### config.mk
export PLATFORM = sky130hd
export DESIGN_NAME = shift_seq_ctrl
export DESIGN_NICKNAME = d
export VERILOG_FILES = /design/src/rtl/shift_seq_ctrl.sv
export SDC_FILE = /design/constraint.sdc
export NUM_CORES = 1
export LEC_CHECK = 0
export CORE_AREA = 4 4 142 76
export CTS_BUF_LIST = sky130_fd_sc_hd__clkbuf_16
export DETAILED_ROUTE_END_ITERATION = 10
export DIE_AREA = 0 0 146 80
export PLACE_DENSITY = 0.85
export RECOVER_POWER = 25
export SYNTH_ARGS = -nofsm -noshare
export SYNTH_HDL_FRONTEND = slang
export SYNTH_SLANG_ARGS = --single-unit
### constraint.sdc
create_clock -name clk -period 5.8 [get_ports clk]
set_clock_uncertainty 0.15 [all_clocks]
set_input_delay 0.58 -clock clk [delete_from_list [all_inputs] [get_ports clk]]
set_output_delay 0.58 -clock clk [all_outputs]
set_load 0.005 [all_outputs]
### src/rtl/shift_seq_ctrl.sv
// rtl/shift_seq_ctrl.sv - iterative STEP-bit-per-cycle shift sequencer with pipeline stall
//
// Purpose: replaces a single-cycle barrel shifter. The shift is performed over
// ceil(sa/STEP) cycles while the pipeline is stalled.
//
// Optional feature macro: SHIFT_ROTR_EN
//   When defined, op=10 rotates right. When undefined, op=10 behaves as SRL.
//
// Ports:
//   clk     rising-edge clock
//   rst     synchronous active-high reset
//   start   shift request, sampled only in IDLE
//   op      00 SLL, 01 SRL, 11 SRA, 10 ROTR/SRL
//   src     operand to shift
//   sa      shift amount
//   flush   abort the current operation
//   stall   combinational pipeline hold
//   busy    FSM not in IDLE
//   done    one-cycle pulse when result is valid
//   result  shifted value, held until the next completion
module shift_seq_ctrl #(
  parameter int WIDTH = 32,
  parameter int SA_W  = 5,
  parameter int STEP  = 4
) (
  input  logic             clk,
  input  logic             rst,
  input  logic             start,
  input  logic [1:0]       op,
  input  logic [WIDTH-1:0] src,
  input  logic [SA_W-1:0]  sa,
  input  logic             flush,
  output logic             stall,
  output logic             busy,
  output logic             done,
  output logic [WIDTH-1:0] result
);

  localparam logic [1:0] S_IDLE  = 2'b00;
  localparam logic [1:0] S_SHIFT = 2'b01;
  localparam logic [1:0] S_DONE  = 2'b10;

  localparam logic [SA_W:0] STEP_N  = (SA_W+1)'(STEP);
  localparam logic [SA_W:0] WIDTH_N = (SA_W+1)'(WIDTH);

  logic [1:0]       state;
  logic [WIDTH-1:0] acc;
  logic [1:0]       op_q;
  logic [SA_W-1:0]  rem;

  logic [SA_W:0]    n;        // bits shifted this cycle: min(STEP, rem)
  logic [SA_W:0]    rot_l;    // complementary left shift for the rotate
  logic [WIDTH-1:0] stepped;  // acc after this cycle's partial shift

  always_comb begin
    n       = ({1'b0, rem} >= STEP_N) ? STEP_N : {1'b0, rem};
    rot_l   = WIDTH_N - n;
    stepped = acc;
    case (op_q)
      2'b00: stepped = acc << n;
      2'b01: stepped = acc >> n;
      2'b11: stepped = $unsigned($signed(acc) >>> n);
`ifdef SHIFT_ROTR_EN
      // n is never 0 in SHIFT, so rot_l stays below WIDTH.
      2'b10: stepped = (acc >> n) | (acc << rot_l);
`else
      2'b10: stepped = acc >> n;
`endif
      default: stepped = acc;
    endcase
  end

  always_ff @(posedge clk) begin
    if (rst) begin
      state  <= S_IDLE;
      acc    <= '0;
      op_q   <= 2'b00;
      rem    <= '0;
      done   <= 1'b0;
      result <= '0;
    end else if (flush) begin
      // Abort without pulsing done; result keeps its last completed value.
      state <= S_IDLE;
      done  <= 1'b0;
    end else begin
      case (state)
        S_IDLE: begin
          done <= 1'b0;
          if (start) begin
            acc  <= src;
            op_q <= op;
            rem  <= sa;
            if (sa == '0) begin
              state  <= S_DONE;
              done   <= 1'b1;
              result <= src;
            end else begin
              state <= S_SHIFT;
            end
          end
        end
        S_SHIFT: begin
          acc <= stepped;
          rem <= rem - n[SA_W-1:0];
          // Final step: capture the result on entry to DONE.
          if (n == {1'b0, rem}) begin
            state  <= S_DONE;
            done   <= 1'b1;
            result <= stepped;
          end
        end
        S_DONE: begin
          done  <= 1'b0;
          state <= S_IDLE;
        end
        default: begin
          done  <= 1'b0;
          state <= S_IDLE;
        end
      endcase
    end
  end

  assign busy  = (state != S_IDLE);
  assign stall = !rst && (((state == S_IDLE) && start) || (state == S_SHIFT));

endmodule
# Word level (Yosys, flattened, before mapping)
# Index checks and enable logic that the tools add are counted.
[op_classes]
n_addsub = 1
magnitude_cmp = 1
n_eq_ne = 8
shifts = 3
mux = 18
bitwise_logic = 1
reduce_logical = 15
[op_table]
columns = ["cell", "n"]
rows = [
  ["32-bit 2-to-1 mux", 4],
  ["32-bit case mux with 2 select lines", 2],
  ["32-bit case mux with 3 select lines", 1],
  ["32-bit by 5-bit left shift with 32-bit output", 1],
  ["32-bit by 5-bit right shift with 32-bit output", 1],
  ["32-bit by 5-bit >>> shifter with 32-bit output", 1],
  ["5-bit 2-to-1 mux", 2],
  ["5-bit case mux with 2 select lines", 1],
  ["2-bit 2-to-1 mux", 3],
  ["2-bit inequality test, second input constant", 3],
  ["3-bit AND reduction", 2],
  ["5-bit == test", 1],
  ["5-bit by 3-bit greater-or-equal comparator with 1-bit output, second input constant", 1],
  ["5-bit logical NOT", 1],
  ["5-bit AND reduction", 1],
  ["5-bit subtractor", 1],
  ["2-bit by 1-bit == test with 1-bit output, second input constant", 2],
  ["2-bit == test, second input constant", 2],
  ["2-bit logical NOT", 2],
  ["2-bit case mux with 2 select lines", 1],
  ["2-bit nonzero test", 2],
  ["2-bit OR reduction", 2],
  ["1-bit 2-to-1 mux", 3],
  ["1-bit logical AND", 2],
  ["other kinds (5)", 5],
]
[word_totals]
regBits = 74
in_bits = 43
wordCells = 53

# Longest topological paths before layout
# Gate-level depths: netlist of run 1.
[logic_depth]
depth_word = 6
ltp_mapped = 12

# Least setup slack after synthesis of run 1
# No wires, ideal clock.
[synth_path]
path_type = "register -> register"
start = "register rem[2]"
end = "register rem[2]"
setup_time_ps = 78
t_arrival_ps = 2237
path_slack_ps = 3335
path_stages_with_launch = 12
synth_period_minus_slack_ps = 2465
path_cell_list = "dfxtp_1 -> buf_6 -> or3_1 -> clkbuf_1 -> clkbuf_1 -> clkbuf_1 -> nand2_1 -> ha_1 -> o21a_1 -> a2111oi_0 -> a211oi_1 -> nor3_1"
[synth_between]
elab_chain_len = 4
[synth_rtl]
columns = ["element", "line", "rtl"]
rows = [
  ["start, declared", "49", "logic [SA_W-1:0] rem;"],
  ["start signal, assigned", "104", "rem <= rem - n[SA_W-1:0];"],
  ["5-bit by 3-bit greater-or-equal comparator with 1-bit output", "56", "n = ({1'b0, rem} >= STEP_N) ? STEP_N : {1'b0, rem};"],
  ["5-bit 2-to-1 mux", "56", ""],
  ["5-bit subtractor (*)", "104", ""],
  ["5-bit case mux with 2 select lines (*)", "86", "case (state)"],
]
# Every way passes the cells marked *; elsewhere a longest branch is shown, timed or not.
# A chain may end at the register's enable or synchronous reset.

# Final worst setup path of run 1
[layout_path]
start = "register rem[1]"
end = "register acc[16]"
[layout_between]
elab_chain_len = 5
[layout_rtl]
columns = ["element", "line", "rtl"]
rows = [
  ["5-bit by 3-bit greater-or-equal comparator with 1-bit output", "56", ""],
  ["5-bit 2-to-1 mux (*)", "56", ""],
  ["32-bit by 5-bit right shift with 32-bit output, or another cell as far along", "61, 67", ""],
  ["32-bit case mux with 3 select lines (*)", "59", "case (op_q)"],
  ["32-bit case mux with 2 select lines (*)", "86", ""],
  ["end signal, assigned", "90", "acc <= src;"],
  ["end signal, assigned", "103", "acc <= stepped;"],
  ["end, declared", "47", "logic [WIDTH-1:0] acc;"],
]
# Marked as above.

==> flow_metrics.py, run 1 <==
metrics = {
    "status": {
        "status": "completed",
    },
    "clocking": {
        "worst_skew_pair.late_latency_ns": 0.35,
        "postCtsSetupRepairBufs": 0,
        "holdBufCountCts": 0,
        "clkTransAtPathRegs_ns": 0.06,
        "cts.sinks": 74,
        "cts_tree": "yes",
        "cts_root_buffer": "clkbuf_16",
        "htree_levels": 3,
        "cts_buffer_depth": 2,
        "cts.repair.resized": 0,
        "numCtsBuffers": 9,
    },
    "min_path": {
        "hold_path.class": "register to register",
    },
    "floorplanning": {
        "start_util": 0.5980,
        "row_count": 25,
        "die_area_um2": 11680,
        "die_w_um": 146,
        "die_height_um": 80,
        "core_um2": 9353,
        "io_pins": 78,
    },
    "synthesis": {
        "synth_area_per_cell_um2": 7.477,
        "synth_cells": 748,
        "synth_edf_count": 0,
        "yosysWarnings": 0,
        "synth_area_um2": 5593,
        "syn_nets": 794,
        "ys_seq_area_frac": 0.2649,
        "synthXorXnorAreaFrac": 0,
        "synth_compound_area_frac": 0.3293,
        "synth_seq_cells": 74,
        "synthAdderAreaFrac": 0.006711,
        "async_flop_share": 0,
        "synth_top_family_by_area": "compound AO/OA/AOI/OAI gates",
        "synth_simple_gate_area_frac": 0.2107,
        "synth.area.mux_share": 0.1105,
        "synth_top_flop_cell": "dfxtp_1",
        "synth_cell_types": 66,
    },
    "critical_path": {
        "crit_path_max_fanout": 46,
        "worstSetupStartpointType": "register",
        "crit_arrival_ns": 3.54,
        "cp-end-kind": "register",
        "critPathRequiredTime_ns": 5.85,
        "crit_type": "register to register",
    },
    "timing": {
        "final_hold_viol_count": 0,
        "maxSlewViolCount": 0,
        "maxSlewHeadroom": 0.2679,
        "rsz0062_at_grt": "false",
        "finalSetupViolations": 0,
        "tns_ns": 0,
        "post-route-period-util": 0.6007,
        "fmax_mhz": 287.0,
        "period_minus_slack_ns": 3.484,
        "tightest_slew_ns": 1.094,
    },
    "routing": {
        "dr_total_vias": 6391,
        "via_per_inst": 7.238,
        "first_iter_violations": 1166,
        "drc": 0,
        "drt_wl_total_um": 20070,
        "dr.pass1.iters": 6,
        "ant_nets": 0,
        "wl_per_cell_um": 22.73,
    },
    "pwr": {
        "powerDensity_nw_per_um2": 225.9,
        "ir_drop_uv": 144.7,
        "p_leak_nw": 2.247,
    },
    "grt": {
        "first_global_vias": 5813,
        "grt_pass1_wl_um": 31810,
        "grt_max_degree": 50,
        "track_usage": 0.3372,
        "antenna_found_initial": 0,
        "overflow": 0,
    },
    "flow_run": {
        "maxCapViolCount": 0,
    },
    "final_layout": {
        "final_common_cell": "nand2_1",
        "fillCellCount": 827,
        "num-nets-final": 803,
        "multiInputGateArea_um2": 3727,
        "fin_area_um2": 6554,
        "n_antenna_cell": 0,
        "final_cell_mix": "nand2_1, dfxtp_1, a21oi_1",
        "drive_gt1_frac": 0.07874,
        "layout.area.seq_um2": 1481,
        "syn2layout_area_growth_pct": 17.18,
    },
    "placement": {
        "port_buffers": 77,
        "place.gp.congestion": 0.9652,
        "hpwl_um": 13290,
        "place_area_um2": 6276,
    },
}
## cell type report
cell class | count | share of cell area
flip-flops and latches | 74 | 0.2260
multi-input cells | 570 | 0.5687
well taps | 121 | 0.02310
inverters | 10 | 0.005727
clock inverters | 7 | 0.008018
clock buffers | 9 | 0.03436
repair buffers | 92 | 0.1340
## critical path, stage by stage, from the launching register on
cell and delay [ns]:
dfxtp_1 0.31, buf_4 0.43, or4b_1 0.94, nand2_1 0.63, a21oi_1 0.08, a2111oi_0 0.62, o41ai_1 0.16
## path summary, 6_finish.rpt
kind	startpoint	end	slack (ns)	cells after the start
min	result[21]	result[21]	0.30	2
max	rem[1]	acc[16]	2.32	6
min reg2reg	result[21]	result[21]	0.30	2
max reg2reg	rem[1]	acc[16]	2.32	6
## report_power, final
group | internal (mW) | switching (mW) | leakage, nW
Clock | 0.292 | 0.238 | 0.126
Sequential | 0.532 | 0.0543 | 0.603
Combinational | 0.140 | 0.225 | 1.52
Total | 0.964 | 0.517 | 2.25
## per-stage QoR
step | power (mW) | utilization | std cells | hold slack, ns | setup slack, ns
finish | 1.481 | 0.7007 | 883 | 0.2994 | 2.316
global route | 1.535 | 0.7007 | 883 | 0.3268 | 2.123
CTS | 1.471 | 0.7007 | 883 | 0.3059 | 2.394
detailed placement | 0.9448 | 0.6710 | 867 | 0.2976 | 2.435
global placement | 0.9414 | 0.6710 | 867 | 0.2876 | 2.390
floorplan | 0.8160 | - | 748 | 0.2982 | 3.335
## cell usage after synthesis, types with 3 or more instances
cell type  count  area (um2)
a2111oi_0      4       35.03
a211o_1        3       26.28
a211oi_1      11       82.58
a21boi_0       3       22.52
a21o_1         4       30.03
a21oi_1       73       365.4
a221o_1        3       30.03
a221oi_1       6       52.55
a22oi_1       11       82.58
a311o_1        3       30.03
a31oi_1        8       50.05
a32o_1         4       40.04
a32oi_1        6       52.55
and2_1         4       25.02
and3_1         7       43.79
buf_1         10       37.54
buf_2         15       75.07
clkbuf_1      65       244.0
dfxtp_1       74        1481
ha_1           3       37.54
inv_1         10       37.54
mux2_2         4       45.04
mux2i_1       28       280.3
mux4_2        13       292.8
nand2_1      102       382.9
nand2b_1       3       18.77
nand3_1       37       185.2
nand4_1        5       31.28
nor2_1        53       198.9
nor3_1        16       80.08
nor4_1         7       43.79
o211ai_1      19       142.6
o21a_1         3       22.52
o21ai_0       35       175.2
o221ai_1       7       61.31
o22ai_1        7       43.79
o2bb2ai_1      4       35.03
o31ai_1       10       75.07
o32ai_1        3       26.28
o41ai_1       21       183.9
or3_1          9       56.30
or4b_1         3       30.03
## logic make-up (layout without fill, tap and decap cells)
kind of cell / count (synthesis) / count (layout)
simple gates: 255 / 255
buf+inv: 104 / 118
compound gates: 266 / 266
mux: 45 / 45
other cells: 1 / 1
flops: 74 / 74
fa+ha+maj: 3 / 3
## routing by layer
metal,up-vias,routed length [um],global-route usage
met2,495,8401,0.4970
li1,2862,-,-
met1,2973,8382,0.4641
met4,0,420,0.1023
met5,-,0,0
met3,61,2865,0.1174
## sequential cells by signal, summed over array words and instances, names as in the netlist
signal	cells
result	32
op_q	2
done	1
acc	32
rem	5
state	2
(Power assumes the default switching activity.)
==> run 2: changes to the inputs <==
--- a/config.mk
+++ b/config.mk
@@ -5,11 +5,11 @@
 export SDC_FILE = /design/constraint.sdc
 export NUM_CORES = 1
 export LEC_CHECK = 0
-export CORE_AREA = 4 4 142 76
+export CORE_AREA = 4 4 147 78
 export CTS_BUF_LIST = sky130_fd_sc_hd__clkbuf_16
 export DETAILED_ROUTE_END_ITERATION = 10
-export DIE_AREA = 0 0 146 80
-export PLACE_DENSITY = 0.85
+export DIE_AREA = 0 0 151 82
+export PLACE_DENSITY = 0.8
 export RECOVER_POWER = 25
 export SYNTH_ARGS = -nofsm -noshare
 export SYNTH_HDL_FRONTEND = slang
==> constraint.sdc (replaced) <==
create_clock -name clk -period 3.4 [get_ports clk]
set_clock_uncertainty 0.15 [all_clocks]
set_input_delay 0.34 -clock clk [delete_from_list [all_inputs] [get_ports clk]]
set_output_delay 0.34 -clock clk [all_outputs]
set_load 0.005 [all_outputs]
==> flow_metrics.py, run 2 (synthesized netlist as in run 1, its figures left out) <==
metrics = {
    "status": {
        "status": "completed",
    },
    "critical_path": {
        "worst-r2r-setup-slack_ns": 0.41,
        "critPathRequiredTime_ns": 3.52,
        "crit_type": "register to register",
        "cp-end-kind": "register",
        "crit_path_max_fanout": 18,
        "crit_arrival_ns": 3.11,
        "worstSetupStartpointType": "register",
    },
    "final_layout": {
        "fillCellCount": 897,
        "final_cell_mix": "nand2_1, dfxtp_1, a21oi_1",
        "syn2layout_area_growth_pct": 20.96,
        "final_common_cell": "nand2_1",
        "layout.area.seq_um2": 1481,
        "reg.largest.list": "acc x32, result x32, rem x5",
        "num-nets-final": 824,
        "n_antenna_cell": 0,
        "drive_gt1_frac": 0.1034,
        "multiInputGateArea_um2": 3727,
    },
    "timing": {
        "rsz0062_at_grt": "false",
        "maxSlewViolCount": 0,
        "tns_ns": 0,
        "maxSlewHeadroom": 0.2876,
        "final_hold_viol_count": 0,
        "hold_slack_ns": 0.2960,
        "period_minus_slack_ns": 2.994,
        "post-route-period-util": 0.8805,
        "finalSetupViolations": 0,
        "fmax_mhz": 334.0,
        "tightest_slew_ns": 1.065,
        "worst_slack_ns": 0.4061,
    },
    "clocking": {
        "cts_root_buffer": "clkbuf_16",
        "worst_skew_pair.late_latency_ns": 0.34,
        "cts.sinks": 74,
        "cts_buffer_depth": 2,
        "numCtsBuffers": 9,
        "cts.repair.resized": 0,
        "holdBufCountCts": 0,
        "cts_tree": "yes",
        "clkTransAtPathRegs_ns": 0.06,
        "htree_levels": 3,
        "postCtsSetupRepairBufs": 0,
    },
    "pwr": {
        "p_comb_frac": 0.250,
        "p_seq_frac": 0.380,
        "p_leak_nw": 2.369,
        "p_int_mw": 1.733,
        "p_sw_uw": 876.9,
        "p_clk_frac": 0.370,
        "powerDensity_nw_per_um2": 385.7,
        "ir_drop_uv": 226.2,
        "p_sw_frac": 0.3361,
    },
    "flow_run": {
        "maxCapViolCount": 0,
    },
    "grt": {
        "antenna_found_initial": 0,
        "overflow": 0,
        "track_usage": 0.3277,
        "grt_pass1_wl_um": 31880,
        "first_global_vias": 5848,
        "grt_max_degree": 46,
    },
    "floorplanning": {
        "die_w_um": 151,
        "io_pins": 78,
        "die_height_um": 82,
        "die_area_um2": 12380,
        "start_util": 0.5546,
        "core_um2": 10080,
        "row_count": 26,
    },
    "placement": {
        "port_buffers": 77,
        "dp_slack_ns": 0.3456,
        "place.gp.congestion": 1.001,
        "hpwl_um": 13760,
    },
    "min_path": {
        "hold_path.class": "register to register",
    },
    "routing": {
        "drc": 0,
        "dr.pass1.iters": 6,
        "via_per_inst": 7.027,
        "drt_wl_total_um": 20220,
        "first_iter_violations": 848,
        "wl_per_cell_um": 21.90,
        "ant_nets": 0,
        "dr_total_vias": 6486,
    },
}
-- run 2: per-layer routing --
| layer | track usage | vias to the layer above | wire [um] |
|---|---|---|---|
| li1 | - | 2908 | - |
| met1 | 0.4537 | 3015 | 8596 |
| met2 | 0.4918 | 488 | 8349 |
| met3 | 0.1025 | 75 | 2734 |
| met4 | 0.09403 | 0 | 534 |
| met5 | 0 | - | 0 |
-- run 2: through the flow --
stage | power, mW | cell area [um2] | cells | util
finish | 2.609 | 6765 | 923 | 0.6708
global route | 2.705 | 6765 | 923 | 0.6708
CTS | 2.586 | 6765 | 923 | 0.6708
detailed placement | 1.635 | 6470 | 907 | 0.6416
global placement | 1.628 | 6470 | 907 | 0.6416
floorplan | 1.392 | 5593 | 748 | -
-- run 2: final cells by class --
class                           instances  area share
Multi-Input combinational cell        570      0.5510
Sequential cell                        74      0.2190
Timing Repair Buffer                  113      0.1550
Clock buffer                            9     0.03329
Tap cell                              140     0.02589
Clock inverter                          7     0.01036
Inverter                               10    0.005548
-- run 2: power groups by stage --
stage                     registers, mW  clock network [mW]  logic (mW)
after floorplan                   0.952                   0       0.440
after global placement             1.01                   0       0.623
after detailed placement           1.01                   0       0.629
after CTS                         0.988               0.966       0.633
after global routing              0.997                1.01       0.695
final                             0.993               0.964       0.652
-- run 2: critical path, cell delays in order, from the launching register on --
cell and delay [ns]:
dfxtp_1 0.31, inv_1 0.08, ha_1 0.32, buf_4 0.30
or4b_1 0.72, a211o_1 0.31, a21oi_1 0.15, a2111oi_2 0.07
or3_1 0.38, a21oi_1 0.14
-- run 2: final timing paths --
| check | start | endpoint | depth (start not counted) |
|---|---|---|---|
| worst min register to register | result[21] | result[21] | 2 |
| worst max register to register | op_q[0] | acc[23] | 9 |
| worst min-delay path | result[21] | result[21] | 2 |
| worst max-delay path | op_q[0] | acc[23] | 9 |
==> run 3: changes to the inputs <==
--- a/config.mk
+++ b/config.mk
@@ -5,12 +5,14 @@
 export SDC_FILE = /design/constraint.sdc
 export NUM_CORES = 1
 export LEC_CHECK = 0
+export CAP_MARGIN = 20
 export CORE_AREA = 4 4 147 78
 export CTS_BUF_LIST = sky130_fd_sc_hd__clkbuf_16
 export DETAILED_ROUTE_END_ITERATION = 10
 export DIE_AREA = 0 0 151 82
 export PLACE_DENSITY = 0.8
 export RECOVER_POWER = 25
+export REMOVE_ABC_BUFFERS = 1
 export SYNTH_ARGS = -nofsm -noshare
 export SYNTH_HDL_FRONTEND = slang
 export SYNTH_SLANG_ARGS = --single-unit
==> flow_metrics.py, run 3 (synthesized netlist as in run 1, its figures left out) <==
metrics = {
    "min_path": {
        "hold_path.class": "input pin to register",
    },
    "floorplanning": {
        "io_pins": 78,
        "die_height_um": 82,
        "start_util": 0.5546,
        "core_um2": 10080,
        "die_area_um2": 12380,
        "row_count": 26,
        "die_w_um": 151,
    },
    "clocking": {
        "cts.repair.resized": 0,
        "cts_buffer_depth": 2,
        "htree_levels": 3,
        "postCtsSetupRepairBufs": 0,
        "worst_skew_pair.late_latency_ns": 0.34,
        "clkTransAtPathRegs_ns": 0.06,
        "cts.sinks": 74,
        "holdBufCountCts": 0,
        "cts_root_buffer": "clkbuf_16",
        "cts_tree": "yes",
        "numCtsBuffers": 9,
    },
    "timing": {
        "rsz0062_at_grt": "false",
        "worst_slack_ns": 0.4107,
        "post-route-period-util": 0.8792,
        "final_hold_viol_count": 0,
        "hold_slack_ns": 0.1985,
        "period_minus_slack_ns": 2.989,
        "fmax_mhz": 334.5,
        "tightest_slew_ns": 0.9702,
        "maxSlewViolCount": 0,
        "finalSetupViolations": 0,
        "maxSlewHeadroom": 0.3508,
    },
    "routing": {
        "dr.pass1.iters": 5,
        "ant_nets": 0,
        "first_iter_violations": 843,
        "dr_total_vias": 6373,
        "wl_per_cell_um": 20.95,
        "drc": 0,
        "drt_wl_total_um": 19440,
        "via_per_inst": 6.867,
    },
    "final_layout": {
        "final_common_cell": "nand2_1",
        "reg.largest.list": "acc x32, result x32, rem x5",
        "drive_gt1_frac": 0.1055,
        "final_cell_mix": "nand2_1, dfxtp_1, a21oi_1",
        "multiInputGateArea_um2": 3739,
        "fillCellCount": 862,
        "num-nets-final": 828,
        "layout.area.seq_um2": 1481,
        "syn2layout_area_growth_pct": 22.44,
    },
    "placement": {
        "place.gp.congestion": 0.9791,
        "port_buffers": 77,
        "hpwl_um": 13230,
        "dp_slack_ns": 0.3700,
    },
    "critical_path": {
        "crit_arrival_ns": 3.04,
        "worstSetupStartpointType": "register",
        "crit_path_max_fanout": 15,
        "crit_type": "register to register",
        "critPathRequiredTime_ns": 3.45,
        "cp-end-kind": "register",
    },
    "status": {
        "status": "completed",
    },
    "grt": {
        "antenna_found_initial": 0,
        "first_global_vias": 5850,
        "grt_pass1_wl_um": 31400,
        "grt_max_degree": 44,
        "overflow": 0,
        "track_usage": 0.3188,
    },
    "pwr": {
        "p_leak_nw": 2.413,
        "ir_drop_uv": 228.8,
        "powerDensity_nw_per_um2": 399.0,
    },
    "flow_run": {
        "maxCapViolCount": 0,
    },
}
run 3: cell types whose count changed in the layout (fill, tap and decap cells not counted), sizes merged:
cell	change
clkinv	+1
diode	+1
buf	+4
inv	-1
clkinvlp	-2
bufinv	+2
run 3: worst paths after layout:
path	from	endpoint	slack, ns	cells past startpoint
setup / recovery	rem[4]	result[25]	0.41	7
hold reg to reg	result[19]	result[19]	0.29	2
setup reg to reg	rem[4]	result[25]	0.41	7
hold / removal	rst	acc[1]	0.20	2
run 3: area by class of cell:
type | count | area share
antenna | 1 | 0.0003654
clock buffer | 9 | 0.03289
clock inverter | 7 | 0.01590
inverter | 10 | 0.005481
multi-input combinational | 570 | 0.5460
sequential | 74 | 0.2163
tap | 140 | 0.02558
timing repair buffer | 117 | 0.1575
run 3: routing by layer:
metal | up-vias | share of wire | GRT usage
li1 | 2919 | - | -
met1 | 3027 | 0.46 | 0.4587
met2 | 382 | 0.41 | 0.4651
met3 | 45 | 0.11 | 0.08214
met4 | 0 | 0.020 | 0.1004
met5 | - | 0 | 0
run 3: power by group:
group | switching (mW) | leakage [nW] | internal, mW | total, mW
registers | 0.0844 | 0.603 | 0.908 | 0.992
logic | 0.383 | 1.65 | 0.263 | 0.646
clock network | 0.384 | 0.162 | 0.709 | 1.09
total | 0.851 | 2.41 | 1.88 | 2.73
run 3: worst max-delay path, stage by stage, from the launching register on:
cell and delay [ns]:
dfxtp_1 0.48, or4b_1 0.66, buf_4 0.24, nand2_1 0.42, a21oi_1 0.07, a2111oi_0 0.55, buf_4 0.21, o41ai_1 0.06
run 3: through the flow:
stage	utilization	setup TNS, ns	instances	cell area, um2	power (mW)
global placement	0.6457	0	911	6511	1.629
global route	0.6788	0	927	6845	2.836
finish	0.6790	0	928	6848	2.732
detailed placement	0.6457	0	911	6511	1.634
floorplan	-	-46.34	654	5199	1.343
CTS	0.6788	0	927	6845	2.712
